## src/rtl/frame_uart_streamer.sv

```systemverilog
// Streams one frame-buffer frame onto a UART line as 8N1: a two-byte sync header,
// then every frame byte in address order, started by a rising edge of camera VS.
module frame_uart_streamer #(
  parameter int         CLKS_PER_BIT    = 1085,
  parameter int         BYTES_PER_FRAME = 9216,
  parameter int         ADDR_WIDTH      = 15,
  parameter logic [7:0] HDR0            = 8'hAA,
  parameter logic [7:0] HDR1            = 8'h55
) (
  input  logic                  i_Clk,
  input  logic                  i_Rst_n,
  input  logic                  i_VS,
  input  logic [7:0]            i_Rd_Data,
  output logic [ADDR_WIDTH-1:0] o_Rd_Addr,
  output logic                  o_Rd_En,
  output logic                  o_Tx,
  output logic                  o_Busy,
  output logic                  o_Frame_Done,
  output logic                  o_Frame_Indicator
);

  localparam logic [15:0]           CLK_LAST  = 16'(CLKS_PER_BIT - 1);
  localparam logic [ADDR_WIDTH-1:0] LAST_BYTE = ADDR_WIDTH'(BYTES_PER_FRAME - 1);
  localparam logic [3:0]            STOP_IDX  = 4'd9;

  typedef enum logic [2:0] {
    S_IDLE,
    S_FETCH,
    S_WAIT,
    S_SEND,
    S_DONE
  } state_t;

  state_t                state, state_next;
  logic                  vs_meta, vs_sync, vs_prev;
  logic                  trigger;
  logic [1:0]            hdr_cnt;
  logic [ADDR_WIDTH-1:0] byte_cnt;
  logic [7:0]            shift_reg;
  logic [15:0]           clk_cnt;
  logic [3:0]            bit_idx;
  logic                  frame_ind;
  logic                  is_header;
  logic                  bit_end;
  logic                  byte_end;

  assign trigger   = vs_sync & ~vs_prev;
  assign is_header = (hdr_cnt < 2'd2);
  assign bit_end   = (clk_cnt == CLK_LAST);
  assign byte_end  = bit_end && (bit_idx == STOP_IDX);

  // Synchroniser resets high so a VS already high at reset release is not
  // mistaken for a fresh rising edge.
  // NOTE: sequential state uses non-blocking assignments so every flop samples
  // pre-edge values regardless of statement order.
  always_ff @(posedge i_Clk or negedge i_Rst_n) begin
    if (!i_Rst_n) begin
      vs_meta <= 1'b1;
      vs_sync <= 1'b1;
      vs_prev <= 1'b1;
    end else begin
      vs_meta <= i_VS;
      vs_sync <= vs_meta;
      vs_prev <= vs_sync;
    end
  end

  always_ff @(posedge i_Clk or negedge i_Rst_n) begin
    if (!i_Rst_n) begin
      state <= S_IDLE;
    end else begin
      state <= state_next;
    end
  end

  // NOTE: every output of this block is assigned a default first, so no path
  // leaves a signal unassigned and no latch is inferred.
  always_comb begin
    state_next = state;
    o_Tx       = 1'b1;
    o_Rd_En    = 1'b0;
    o_Rd_Addr  = '0;
    case (state)
      S_IDLE: begin
        if (trigger) state_next = S_FETCH;
      end
      S_FETCH: begin
        o_Rd_En    = ~is_header;
        o_Rd_Addr  = byte_cnt;
        state_next = S_WAIT;
      end
      S_WAIT: begin
        o_Rd_Addr  = byte_cnt;
        state_next = S_SEND;
      end
      S_SEND: begin
        if (bit_idx == 4'd0) begin
          o_Tx = 1'b0;
        end else if (bit_idx != STOP_IDX) begin
          o_Tx = shift_reg[0];
        end
        if (byte_end) begin
          if (is_header || (byte_cnt != LAST_BYTE)) state_next = S_FETCH;
          else                                      state_next = S_DONE;
        end
      end
      S_DONE: begin
        state_next = S_IDLE;
      end
      default: begin
        state_next = S_IDLE;
      end
    endcase
  end

  always_ff @(posedge i_Clk or negedge i_Rst_n) begin
    if (!i_Rst_n) begin
      hdr_cnt   <= '0;
      byte_cnt  <= '0;
      shift_reg <= '0;
      clk_cnt   <= '0;
      bit_idx   <= '0;
      frame_ind <= 1'b0;
    end else begin
      case (state)
        S_IDLE: begin
          if (trigger) begin
            hdr_cnt  <= '0;
            byte_cnt <= '0;
          end
        end
        S_WAIT: begin
          case (hdr_cnt)
            2'd0:    shift_reg <= HDR0;
            2'd1:    shift_reg <= HDR1;
            default: shift_reg <= i_Rd_Data;
          endcase
          clk_cnt <= '0;
          bit_idx <= '0;
        end
        S_SEND: begin
          if (!bit_end) begin
            clk_cnt <= clk_cnt + 16'd1;
          end else begin
            clk_cnt <= '0;
            if (bit_idx == STOP_IDX) begin
              bit_idx <= '0;
              if (is_header)                  hdr_cnt  <= hdr_cnt + 2'd1;
              else if (byte_cnt != LAST_BYTE) byte_cnt <= byte_cnt + 1'b1;
            end else begin
              bit_idx <= bit_idx + 4'd1;
              // Data bits leave LSB first from bit 0 of the shifter.
              if (bit_idx != 4'd0) shift_reg <= {1'b0, shift_reg[7:1]};
            end
          end
        end
        S_DONE: begin
          frame_ind <= ~frame_ind;
        end
        default: ;
      endcase
    end
  end

  assign o_Busy            = (state != S_IDLE);
  assign o_Frame_Done      = (state == S_DONE);
  assign o_Frame_Indicator = frame_ind;

endmodule

```

## config.mk

```make
export PLATFORM = sky130hd
export DESIGN_NAME = frame_uart_streamer
export DESIGN_NICKNAME = d
export VERILOG_FILES = /design/src/rtl/frame_uart_streamer.sv
export SDC_FILE = /design/constraint.sdc
export NUM_CORES = 1
export LEC_CHECK = 0
export ABC_AREA = 1
export CAP_MARGIN = 30
export CORE_MARGIN = 2
export CORE_UTILIZATION = 30
export CTS_CLUSTER_SIZE = 8
export DETAILED_ROUTE_END_ITERATION = 16
export PLACE_DENSITY = 0.46
export SETUP_SLACK_MARGIN = 0.4
export SYNTH_ARGS = -nofsm -noshare
export SYNTH_HDL_FRONTEND = slang
export SYNTH_SLANG_ARGS = --single-unit
```

## constraint.sdc

```tcl
create_clock -name i_Clk -period 1.62 [get_ports i_Clk]
set_clock_uncertainty 0.15 [all_clocks]
set_input_delay 0.405 -clock i_Clk [delete_from_list [all_inputs] [get_ports i_Clk]]
set_output_delay 0.405 -clock i_Clk [all_outputs]
set_load 0.01 [all_outputs]
```

==> out/results.ini, run 1 <==
[run_status]
run_status = complete, but fails checks
violations = negative setup slack

[clocking]
clock-sinks = 52
cts_max_level = 2
clock_latency_ps = 320
tritoncts = done
cts.clk_slew.worst_paths_ps = 100
cts_root_buffer = clkbuf_8
cts_buffers = 5
cts_buffer_depth = 2

[pwr]
vdd_drop_max_mv = 0.746
leakagePower_nw = 2.50
p_per_area_nw_per_um2 = 1390
power_mw = 7.30

[worst_setup_path]
crit_family = flip-flops
start_kind = flip-flop
critPathMaxStageDelay_ps = 440
path_cells = buf_6 > nor2_4 > nand2_2 > nand2_4 > inv_12 > nor2_4 > buf_6
worstPathMaxFanout = 8
worstSetupPathType = reg2out
critPathCaptureType = primary output
slowest_stage = dfrtp_2
arrival_ps = 1490
crit_buf_inv = 3
required_ps = 1060

[sta]
hold_violations = 0
drv_slew = 0
final-setup-viol-count = 66
slew_headroom_pct = 76.9
fmax_mhz = 489
rsz0062_at_grt = yes
worstMarginPinSlew_ps = 347
min_period_ps = 2040
fin_ws_ps = -425
min_period_over_period_pct = 126

[synthesis]
synth.area.top_cells = dfrtp_1 (37%), nand2_1 (18%), nor2_1 (7.2%)
synth_edf_count = 0
synthMostInstantiatedCell = nand2_1
synth_mux_area_share_pct = 0
ys.flop_type = dfrtp_1
synth_common_cells = nand2_1 (160), nor2_1 (63), dfrtp_1 (49)
yosysSeqAreaShare_pct = 39.7
synth_area_um2 = 3290
ys_types = 31
synthAdderAreaFrac_pct = 2.28
ys_seq_elements = 52
yosys.area.top_type_share_pct = 37.3
syn_area_per_cell_um2 = 6.82
synth-compound-area-share_pct = 6.55
ys_warn_count = 0
syn-instance-count = 482
synth_top_family_by_area = simple AND/OR/NAND/NOR gates
synthSimpleGateAreaFrac_pct = 40.9
synth-xor-area-share_pct = 2.13
yosysTopAreaCell = dfrtp_1
async_flop_share_pct = 100
synth_nets = 499

[route]
wire_per_inst_um = 12.8
drc_errors = 0
vias = 3476
dr.pass1.iters = 4
drt.antenna.violating_nets = 0
routed_wl_um = 9780
vias_per_cell = 4.56
drt_iter0_drc = 89

[place]
place_area_um2 = 4450
port_buffers = 30
post-dp-hpwl_um = 6530
gp_congestion = 0.879

[finish]
final.fill_count = 1082
num_antenna_cells = 0
fin_nets = 638
multi_input_area_um2 = 2170
layout.area.seq_um2 = 1310
drive_above_1_share_pct = 43.6
fin_area_um2 = 5270
syn2layout_area_growth_pct = 60.3
post-route-util_pct = 49.0
largest_reg_flops = 16

[global_route]
grt_start_max_net_pins = 53
grt_use_total_pct = 17.2
antenna_found_initial = 0
overflow = 0
grt_pass1_vias = 3429
grt_pass1_wl_um = 16100

[flow_run]
maxCapViolations = 0

[min_path]
hold_path_class = reg2reg

[floorplan]
die_h_um = 109
io_pins = 31
row_count = 38
core_um2 = 10700
die_area_um2 = 11800
start_util_pct = 30.6
die_width_um = 109

## metal layers
| layer | share of wire [%] | GRT usage, % | vias up | wire length [um] |
|---|---|---|---|---|
| li1 | - | - | 1794 | - |
| met1 | 46 | 21.7 | 1628 | 4450 |
| met2 | 50 | 30.2 | 41 | 4880 |
| met3 | 2.5 | 2.81 | 13 | 245 |
| met4 | 2.1 | 5.31 | 0 | 202 |
| met5 | 0 | 0 | - | 0 |
## placed cells by master (no fill, tap or decap), drive strengths merged
master	instances
buf	126
nand3	46
xnor2	2
o22ai	2
inv	57
nor3	9
nand4	6
or2	1
clkinv	1
dfstp	3
o21ai	32
dlygate4sd3	1
clkdlybuf4s15	1
clkbuf	11
a21boi	1
nor2	69
a21oi	4
nand2	177
o21bai	1
nor3b	2
clkdlybuf4s50	9
dfrtp	49
ha	6
xor2	6
## logic make-up (layout without fill, tap and decap cells)
logic type	Yosys count	after routing
buffers and inverters	66	206
adder cells (fa/ha/maj)	6	6
XOR/XNOR	8	8
flip-flops	52	52
AND/OR/NAND/NOR	310	310
AO/OA/AOI/OAI	40	40
## final timing paths
path                       startpoint             to  slack [ps]  cells past startpoint
hold / removal                vs_meta        vs_sync         210                      0
setup / recovery             state[2]  o_Rd_Addr[11]        -420                      7
hold reg to reg               vs_meta        vs_sync         210                      0
min in group asynchronous     i_Rst_n    clk_cnt[13]         460                      3
setup reg to reg             state[0]    byte_cnt[7]        -260                     11
max in group asynchronous     i_Rst_n        vs_prev         560                      3
## worst reg2reg max path, cell delays in order, from the launching register on
cell	delay, ps
dfrtp_1	400
buf_4	180
nor2_4	50
buf_4	130
nand3_1	180
nand3_2	150
inv_2	90
nand2_4	60
nor2_4	150
clkbuf_16	190
nand2_2	40
nand2_1	50
## report_power, final
| part | leakage (nW) | internal (mW) | switching, mW |
|---|---|---|---|
| combinational | 1.76 | 2.20 | 2.57 |
| sequential | 0.688 | 1.54 | 0.183 |
| clock | 0.0455 | 0.351 | 0.464 |
| total | 2.50 | 4.09 | 3.22 |
## what timing repair did
item                                   CTS  global route
setup buffers                           10            11
endpoints found under the hold margin   49             0
pin swaps                               18            15
cloned                                   3             2
hold buffers                             1             0
resized for setup                      177            48
setup endpoints to repair               69            69
## final cells by class
| class | instances | share of cell area (%) |
|---|---|---|
| Multi-Input combinational cell | 364 | 41.1 |
| Clock buffer | 8 | 1.71 |
| Timing Repair Buffer | 140 | 24.3 |
| Sequential cell | 52 | 24.8 |
| Tap cell | 140 | 3.32 |
| Inverter | 57 | 4.53 |
| Timing Repair inverter | 1 | 0.214 |
## stage by stage
step                hold WS (ps)  cells  setup TNS (ps)  worst slack, ps
finish                       209    762          -15030             -425
floorplan                  -40.6    482           -1280            -61.4
CTS                          211    749          -16480             -436
global route                 215    762          -21370             -488
global placement             195    727          -15310             -536
detailed placement           197    727          -16300             -585
Note: power is estimated with default switching activity, not from simulation.
==> run 2, diff against run 1 <==
Settings changed: RECOVER_POWER set to 100, SLEW_MARGIN set to 20.
==> run 2 against run 1 <==
Effect of this change:
- the run still ends with negative setup slack left
- cell count unchanged
- cell area down 0.36%
- utilization decreased by 0.17 points
- sequential share of layout area up 0.089 points
- flip-flop and latch count did not move
- die area is the same
- power down 0.31%
- largest power group unchanged
- highest routed layer unchanged
==> out/results.ini, run 2 (synthesized netlist as in run 1, its figures left out) <==
[global_route]
grt_pass1_wl_um = 16100  ; unchanged
overflow = 0  ; unchanged
grt_start_max_net_pins = 53  ; unchanged
antenna_found_initial = 0  ; unchanged
grt_use_total_pct = 17.2  ; unchanged
grt_pass1_vias = 3429  ; unchanged

[route]
drc_errors = 0  ; unchanged
drt_iter0_drc = 89  ; unchanged
vias = 3474  ; -0.058%
vias_per_cell = 4.56  ; about the same
wire_per_inst_um = 12.8  ; -0.23%
drt.antenna.violating_nets = 0  ; unchanged
dr.pass1.iters = 4  ; unchanged
routed_wl_um = 9750  ; -0.23%

[finish]
syn2layout_area_growth_pct = 59.8
fin_cells = 762  ; unchanged
post-route-util_pct = 48.9  ; -0.17 points
fin_area_um2 = 5250  ; -0.36%
drive_above_1_share_pct = 43.2  ; -0.32 points
fin_nets = 638  ; unchanged
final_cell_mix = nand2_1 (136), buf_4 (87), dfrtp_1 (48)
largest_reg_flops = 16  ; unchanged
final_common_cell = nand2_1
num_antenna_cells = 0  ; unchanged

[sta]
setup-tns-final_ps = -16760  ; -1730 ps
rsz0062_at_grt = yes
min_period_over_period_pct = 126  ; about the same
fmax_mhz = 489  ; about the same
final-setup-viol-count = 66  ; unchanged
worstMarginPinSlew_ps = 754  ; +407 ps
hold_violations = 0  ; unchanged
hold_ws_ps = 215  ; +5.37 ps
drv_slew = 0  ; unchanged
slew_headroom_pct = 49.7  ; -27 points
fin_ws_ps = -423  ; +1.40 ps
min_period_ps = 2040  ; -1.40 ps

[worst_setup_path]
rrSetupSlack_ps = -300  ; -40 ps
required_ps = 1060  ; about the same
critPathCaptureType = primary output
arrival_ps = 1490  ; about the same
worstPathMaxFanout = 8  ; unchanged
worstSetupPathType = reg2out
start_kind = flip-flop

[pwr]
vdd_drop_max_mv = 0.744  ; -0.19%
power_mw = 7.28  ; -0.31%
p_sw_mw = 3.21  ; -0.30%
p_int_mw = 4.08  ; -0.31%
clkPwrFrac_pct = 11.2  ; about the same
switching_share_pct = 44.0  ; about the same
pwr-share-seq_pct = 23.6  ; about the same
combPwrFrac_pct = 65.2  ; about the same
p_per_area_nw_per_um2 = 1390  ; about the same
leakagePower_nw = 2.49  ; -0.42%

[place]
gp_congestion = 0.879  ; unchanged
port_buffers = 30  ; unchanged
dp_cells = 727  ; unchanged
post-dp-hpwl_um = 6530  ; unchanged
place_ws_ps = -585  ; unchanged
place_area_um2 = 4450  ; unchanged

[clocking]
cts_max_level = 2  ; unchanged
cts_buffers = 5  ; unchanged
tritoncts = done
cts_buffer_depth = 2  ; unchanged
cts.clk_slew.worst_paths_ps = 100  ; about the same
cts_root_buffer = clkbuf_8
clock_latency_ps = 320  ; about the same
clock-sinks = 52  ; unchanged

[floorplan]
core_um2 = 10700  ; unchanged
die_h_um = 109  ; unchanged
die_area_um2 = 11800  ; unchanged
row_count = 38  ; unchanged
die_width_um = 109  ; unchanged
start_util_pct = 30.6  ; unchanged
io_pins = 31  ; unchanged

[flow_run]
maxCapViolations = 0  ; unchanged

[run_status]
run_status = complete, but fails checks
violations = negative setup slack

[min_path]
hold_path_class = reg2reg

==> run 2: cell count changes in the layout (fill, tap and decap cells not counted), sizes merged <==
cell	previous run	this run
clkbuf	11	13
dlygate4sd3	1	2
clkdlybuf4s50	9	8
buf	126	124
==> run 2: layer usage <==
layer,wire length (um),vias up,global-route usage (%),share of wire [%]
met5,0,-,0,0
met4,202,0,5.31,2.1
met3,243,13,2.81,2.5
met2,4890,45,30.2,50
met1,4420,1620,21.7,45
li1,-,1796,-,-
==> run 2: power groups by stage <==
| stage | combinational [mW] | clock, mW | sequential, mW |
|---|---|---|---|
| after floorplan | 1.85 | 0 | 1.73 |
| after global placement | 2.97 | 0 | 1.69 |
| after detailed placement | 3.00 | 0 | 1.70 |
| after CTS | 4.01 | 0.852 | 1.70 |
| after global routing | 5.14 | 0.903 | 1.76 |
| final | 4.75 | 0.814 | 1.72 |
==> run 2: critical path, cell delays in order (launching register included) <==
cell and delay [ps]:
dfrtp_2 440, buf_6 120, nor2_4 80, nand2_2 80, nand2_4 140, inv_12 70, nor2_4 110, buf_6 100
==> run 2: path summary, 6_finish.rpt <==
path	start	to	cells past startpoint
min reg2reg	vs_meta	vs_sync	0
max in group asynchronous	i_Rst_n	state[2]	3
min in group asynchronous	i_Rst_n	clk_cnt[13]	3
min	vs_meta	vs_sync	0
max reg2reg	state[0]	byte_cnt[7]	12
max	state[2]	o_Rd_Addr[11]	7
==> run 2: cell type report <==
| class | count | area (um^2) |
|---|---|---|
| clock buffers | 8 | 90.1 |
| inverters | 57 | 239 |
| fillers | 1084 | 5490 |
| multi-input cells | 364 | 2160 |
| flip-flops and latches | 52 | 1310 |
| well taps | 140 | 175 |
| repair buffers | 140 | 1270 |
| repair inverters | 1 | 11.3 |
==> run 2: timing repair <==
item                                    CTS  global route
endpoints found under the hold margin    49             0
endpoints found under the setup margin   69            69
setup buffers                            10            11
resized for setup                       177            48
gates cloned                              3             2
pin swaps                                18            15
hold buffers                              1             0
